[src/rtl/wb_regfile.sv]
// wb_regfile: architectural register file with writeback port, two read ports
// and a per-register pending-write scoreboard that raises a decode hazard.
// Revision: 1.0
`default_nettype none

module wb_regfile #(
  parameter int DATA_W = 32,
  parameter int ADDR_W = 5,
  parameter int BYPASS = 1
) (
  input  logic                  clk,
  input  logic                  rst,
  input  logic [ADDR_W-1:0]     rR1,
  input  logic [ADDR_W-1:0]     rR2,
  input  logic                  use1,
  input  logic                  use2,
  output logic [DATA_W-1:0]     rD1,
  output logic [DATA_W-1:0]     rD2,
  input  logic [ADDR_W-1:0]     wR,
  input  logic [DATA_W-1:0]     RegWd,
  input  logic                  RegWE,
  input  logic                  pend_set,
  input  logic [ADDR_W-1:0]     pend_rd,
  input  logic                  flush,
  output logic                  hazard,
  output logic [2**ADDR_W-1:0]  busy_vec
);

  localparam int NREG = 2**ADDR_W;

  logic [DATA_W-1:0] rf_q [NREG];
  logic [NREG-1:0]   busy_q;
  logic [NREG-1:0]   busy_d;
  logic              wr_en;
  logic              hit1;
  logic              hit2;

  assign wr_en = RegWE && (wR != '0);

  // Set is applied after clear so a newer producer wins over a retiring one.
  always_comb begin
    busy_d = busy_q;
    if (wr_en) busy_d[wR] = 1'b0;
    if (flush) begin
      busy_d = '0;
    end else if (pend_set && (pend_rd != '0)) begin
      busy_d[pend_rd] = 1'b1;
    end
  end

  always_ff @(posedge clk or posedge rst) begin
    if (rst) begin
      for (int i = 0; i < NREG; i++) rf_q[i] <= '0;
      busy_q <= '0;
    end else begin
      if (wr_en) rf_q[wR] <= RegWd;
      busy_q <= busy_d;
    end
  end

  always_comb begin
    hit1 = (BYPASS != 0) && RegWE && (wR == rR1);
    hit2 = (BYPASS != 0) && RegWE && (wR == rR2);
    rD1  = '0;
    rD2  = '0;
    if (!rst && (rR1 != '0)) rD1 = hit1 ? RegWd : rf_q[rR1];
    if (!rst && (rR2 != '0)) rD2 = hit2 ? RegWd : rf_q[rR2];
    hazard = !rst &&
             ((use1 && (rR1 != '0) && busy_q[rR1] && !hit1) ||
              (use2 && (rR2 != '0) && busy_q[rR2] && !hit2));
  end

  assign busy_vec = busy_q;

endmodule

`default_nettype wire

[config.mk]
export PLATFORM = sky130hd
export DESIGN_NAME = wb_regfile
export DESIGN_NICKNAME = d
export VERILOG_FILES = /design/src/rtl/wb_regfile.sv
export SDC_FILE = /design/constraint.sdc
export NUM_CORES = 2
export LEC_CHECK = 0
export ABC_AREA = 1
export CAP_MARGIN = 15
export CELL_PAD_IN_SITES_DETAIL_PLACEMENT = 0
export CELL_PAD_IN_SITES_GLOBAL_PLACEMENT = 2
export CORE_MARGIN = 2
export CORE_UTILIZATION = 25
export CTS_BUF_LIST = sky130_fd_sc_hd__clkbuf_8 sky130_fd_sc_hd__clkbuf_16
export DETAILED_ROUTE_END_ITERATION = 16
export DONT_BUFFER_PORTS = 1
export PLACE_DENSITY_LB_ADDON = 0.1
export REMOVE_ABC_BUFFERS = 1
export SETUP_SLACK_MARGIN = 0.15
export SLEW_MARGIN = 20
export SYNTH_ARGS = -nofsm -noshare
export SYNTH_HDL_FRONTEND = slang
export SYNTH_SLANG_ARGS = --single-unit
[constraint.sdc]
create_clock -name clk -period 48 [get_ports clk]
set_clock_uncertainty 0.1 [all_clocks]
set_input_delay 4.8 -clock clk [delete_from_list [all_inputs] [get_ports clk]]
set_output_delay 4.8 -clock clk [all_outputs]
set_load 0.01 [all_outputs]
## Word-level counts from Yosys, hierarchy flattened

Cells that the tools add are included.

| storage, ports and cells | value |
|---|---|
| register bits | 1,056 |
| bits of input ports | 59 |

| cells by class | value |
|---|---|
| bitwise gates (word level) | 6 |
| eq/ne operators | 2 |
| $lt $le $gt $ge | 10 |
| reductions and logical operators | 24 |
| mux-type cells | 24 |

Operators by type and width:

| operator | number |
|---|---|
| 1024-bit bitwise mux | 1 |
| 32-bit two-way mux | 12 |
| 32-bit binary-select mux with 5-bit select | 2 |
| 32-bit demux with 5-bit select | 1 |
| 32-bit AND | 1 |
| 32-bit NOT | 1 |
| 32-bit OR | 1 |
| 5-bit by 6-bit less-than comparator with 1-bit output (second input constant) | 4 |
| 5-bit nonzero test | 4 |
| 6-bit greater-or-equal comparator (second input constant) | 3 |
| 5-bit NOT with 6-bit output | 3 |
| 1-bit logical AND | 16 |
| 1-bit binary-select mux with 5-bit select | 2 |
| 1-bit demux with 5-bit select | 2 |
| 5-bit == test | 2 |
| 5-bit by 1-bit greater-or-equal comparator with 1-bit output (second input constant) | 2 |
| 6-bit by 1-bit less-than comparator with 1-bit output (second input constant) | 1 |
| 1-bit two-way mux | 4 |
| 1-bit zero test | 3 |
| 1-bit logical OR | 1 |

## Depth between registers and ports, before layout

| depth | value |
|---|---|
| depth in word-level cells | 10 |
| mapped depth | 13 |
| depth with buffers taken out | 10 |

## Least setup slack after synthesis

OpenSTA, ideal clock, no wires.

| timing path | value |
|---|---|
| kind | input-to-output |
| from | input port rst |
| to | output port rD1[11] |
| stages | 6 |
| data required time | 43,100 ps |
| path slack | 12,548 ps |
| arrival time | 30,552 ps |
| cell sequence | inv_1 nand2_1 inv_1 clkbuf_1 o21ai_0 a21oi_1 |

| between the ends | value |
|---|---|
| cells in the longest elaborated chain, start to end | 3 |

Ends and longest elaborated chain:

| element | line | text |
|---|---|---|
| start, declared | 12 | `input logic rst,` |
| 1-bit zero test | 66 | `if (!rst && (rR1 != '0)) rD1 = hit1 ? RegWd : rf_q[rR1];` |
| 1-bit logical AND | 66 |  |
| 32-bit two-way mux | 66 |  |
| end, declared | 17 | `output logic [DATA_W-1:0] rD1,` |

Every way passes these cells.

## Worst setup path in the final report

| timing path | value |
|---|---|
| from | input port rR2[0] |
| to | output port hazard |

| between the ends | value |
|---|---|
| cells in the longest elaborated chain, start to end | 6 |

Ends and longest elaborated chain:

| element | line | text |
|---|---|---|
| start, declared | 14 | `input logic [ADDR_W-1:0] rR2,` |
| 1-bit binary-select mux with 5-bit select, or another cell as far along | 70 | `(use2 && (rR2 != '0) && busy_q[rR2] && !hit2));` |
| 1-bit two-way mux (not written as such), or another cell as far along | 70 |  |
| 1-bit logical AND or 1-bit zero test (tied branches) | 70 |  |
| 1-bit logical AND (*) | 70 |  |
| 1-bit logical OR (*) | 69 | `((use1 && (rR1 != '0) && busy_q[rR1] && !hit1) \|\|` |
| 1-bit logical AND (*) | 68 | `hazard = !rst &&` |
| end, declared | 25 | `output logic hazard,` |

Mark *: on every way between the ends. The rest lies on a longest branch, timed or not. The select of a mux whose other input is x is not followed.

==> flow_metrics.env <==
export IMPL_hp_start="rf_q[1010]"
export IMPL_hold_ws_ns=0.279
export IMPL_status="finished, violations left"
export IMPL_area_growth_pct=11.1
export IMPL_synth_most_common_cell="nand2_1"
export IMPL_min_period_over_period_pct=29.9
export IMPL_crit_type="in2out"
export IMPL_synthTopCellsByCount="1893 x nand2_1, 1450 x o21ai_0, 1056 x dfrtp_1"
export IMPL_rsz0062_at_grt="false"
export IMPL_clock_sinks=1056
export IMPL_synth_main_ff_cell="dfrtp_1"
export IMPL_finalPower_mw=2.76
export IMPL_powerDensity_nw_per_um2=41.8
export IMPL_synth_seq_cells=1056
export IMPL_nFillCells=25900
export IMPL_grt_remaining_overflow=0
export IMPL_die_y_um=492
export IMPL_worst_r2r_setup_slack_ns=47.01
export IMPL_ys_seq_area_share_pct=44.4
export IMPL_post_cts_setup_buffers=0
export IMPL_ctsHoldBuffers=0
export IMPL_vdd_drop_max_v=0.0000267
export IMPL_rr_startpoint="busy_vec[21]"
export IMPL_period_minus_slack_ns=14.34
export IMPL_arrival_ns=9.44
export IMPL_drtAntennaViolNets=0
export IMPL_synth_async_sr_flop_share_pct=100
export IMPL_worstMarginPinSlew_ns=1.56
export IMPL_die_w_um=492
export IMPL_syn_instance_count=8202
export IMPL_htreeDepth=4
export IMPL_firstDrtPassIters=6
export IMPL_path_clk_slew_ns=0.06
export IMPL_worst_path_max_fanout=241
export IMPL_wire_per_inst_um=27.2
export IMPL_grt_pass1_vias=53800
export IMPL_io_pins=156
export IMPL_dp_cells=10700
export IMPL_rows=179
export IMPL_grt_usage_pct=24.2
export IMPL_violations="slew limit"
export IMPL_yosysWarnings=0
export IMPL_setup_viol=0
export IMPL_grt_max_degree=384
export IMPL_worstPathRequired_ns=43.10
export IMPL_p_int_mw=1.90
export IMPL_synth_top_area_share_pct=44.4
export IMPL_vias=56000
export IMPL_syn_cell_area_um2=59500
export IMPL_gp_congestion=0.748
export IMPL_syn_avg_cell_area_um2=7.25
export IMPL_clkPwrFrac_pct=40.9
export IMPL_nets=7707
export IMPL_timing_slew_headroom_pct=-4.03
export IMPL_slew_violations=35
export IMPL_die_area_um2=242000
export IMPL_ys_types=29
export IMPL_synth_edf_count=0
export IMPL_r2r_end="busy_vec[21]"
export IMPL_io_buffers=0
export IMPL_synth_area_leaders="dfrtp_1 44%, o21ai_0 12%, nand2_1 12%"
export IMPL_worstRegToRegCells=2
export IMPL_antenna_found_initial=14
export IMPL_cts_buffers=146
export IMPL_max_freq_ghz=0.0697
export IMPL_fin_util_pct=27.9
export IMPL_dpl_hpwl_um=154000
export IMPL_drive_gt1_share_pct=5.92
export IMPL_cts_root_buf="clkbuf_16"
export IMPL_min_path_type="reg2reg"
export IMPL_start_util_pct=25.1
export IMPL_min_path_cells=0
export IMPL_routed_wirelength_um=297000
export IMPL_clk_latency_ns=0.80
export IMPL_cts_buffer_depth=3
export IMPL_drc_errors=0
export IMPL_leakagePower_nw=29.3
export IMPL_startpoint_type="primary input"
export IMPL_avgViaCountPerCell=5.12
export IMPL_seqPwrFrac_pct=41.7
export IMPL_synth_area_leader_cell="dfrtp_1"
export IMPL_grt_pass1_wl_um=424000
export IMPL_drtIter0Drc=4992
export IMPL_coreArea_um2=237000
export IMPL_fin_setup_tns_ns=0
export IMPL_cts_tree="yes"
export IMPL_cts_resized=0
export IMPL_drv_cap=0
export IMPL_final_hold_violation_count=0
export IMPL_pwr_share_comb_pct=17.5
export IMPL_worst_setup_path_end_kind="output pin"
export IMPL_instances_no_fill=10900
export IMPL_worstHoldEndpoint="rf_q[1010]"
export IMPL_power_net_switching_uw=864
export IMPL_switching_share_pct=31.3
## final cells by class
cell class	instances	area [um2]	area share, %
clock buffer	186	4280	6.48
inverter	679	2610	3.95
antenna	15	37.5	0.0568
tap	3167	3960	6.00
clock inverter	73	592	0.896
timing repair buffer	95	946	1.43
sequential	1056	26400	40.0
multi-input combinational	5670	27200	41.2
## kinds of logic after synthesis
group	share of synthesized area (%)
AOI/OAI and AO/OA	23.6
xor gates and xnor gates	0.0147
buffers and inverters	10.2
DFF	44.4
and+or+nand+nor	21.7
## layout by cell type (no fill, tap or decap)
master     count
nand2_1     1871
o21ai_0     1450
dfrtp_1     1056
nand3_1      892
inv_1        688
a21oi_1      601
o211ai_1     378
o21ai_1      173
clkbuf_16    153
nor2_1       139
buf_4         83
or2_2         67
nor3_1        33
clkbuf_8      33
clkinv_2      22
nand2_4       21
diode_2       15
inv_2         13
nor2_4        11
buf_16        11
bufinv_16     10
a211oi_1       7
nor3_2         6
inv_6          6
nor2_2         5
inv_8          5
inv_4          4
o22ai_1        4
nand2_2        3
nand3_4        3
nand4_1        3
clkinv_1       2
clkinv_4       2
xor2_1         1
a22oi_1        1
nor4_1         1
buf_12         1
## sequential cells by signal (all words and copies together) (netlist names)
| signal | count |
|---|---|
| busy_vec | 32 |
| rf_q | 1024 |
## per-stage QoR
| step | setup WS, ns | cell area (um2) |
|---|---|---|
| floorplan | 9.20 | 56000 |
| global placement | 34.42 | 60800 |
| detailed placement | 33.22 | 61100 |
| CTS | 33.21 | 65900 |
| global route | 33.32 | 66000 |
| finish | 33.66 | 66100 |
## layer usage
layer,GRT usage [%],up-vias,wire length (um)
met3,3.20,295,14300
met1,34.7,27900,142000
li1,-,26400,-
met2,38.4,1475,135000
met5,0,-,13
met4,5.48,2,5780
## power groups by stage
stage / sequential, mW / clock [mW] / combinational (mW)
2_1_floorplan: 1.15 / 0 / 0.337
3_3_place_gp: 1.16 / 0 / 0.454
3_5_place_dp: 1.16 / 0 / 0.485
4_1_cts: 1.15 / 1.16 / 0.487
5_1_grt: 1.17 / 1.20 / 0.560
6_report: 1.15 / 1.13 / 0.482
## worst max-delay path, stage by stage
cell	delay [ns]
buf_16	0.55
buf_16	0.53
buf_16	0.54
inv_8	0.36
o21ai_0	0.26
nor2_1	0.10
nand3_4	0.36
buf_4	0.76
nand2_1	0.11
inv_1	0.09
nand3_1	0.07
a21oi_1	0.43
## worst max path at each step
stage          slack, ns    from  cells past startpoint       to
6_report           33.66  rR2[0]                     12   hazard
5_1_grt            33.32  rR2[0]                     10  rD2[29]
4_1_cts            33.21  rR1[0]                     11  rD1[29]
3_5_place_dp       33.22  rR1[0]                     11  rD1[29]
3_3_place_gp       34.42  rR1[0]                      8  rD1[12]
2_1_floorplan       9.20     rst                      5  rD1[11]
No activity file was read; power rests on OpenSTA's default activity.
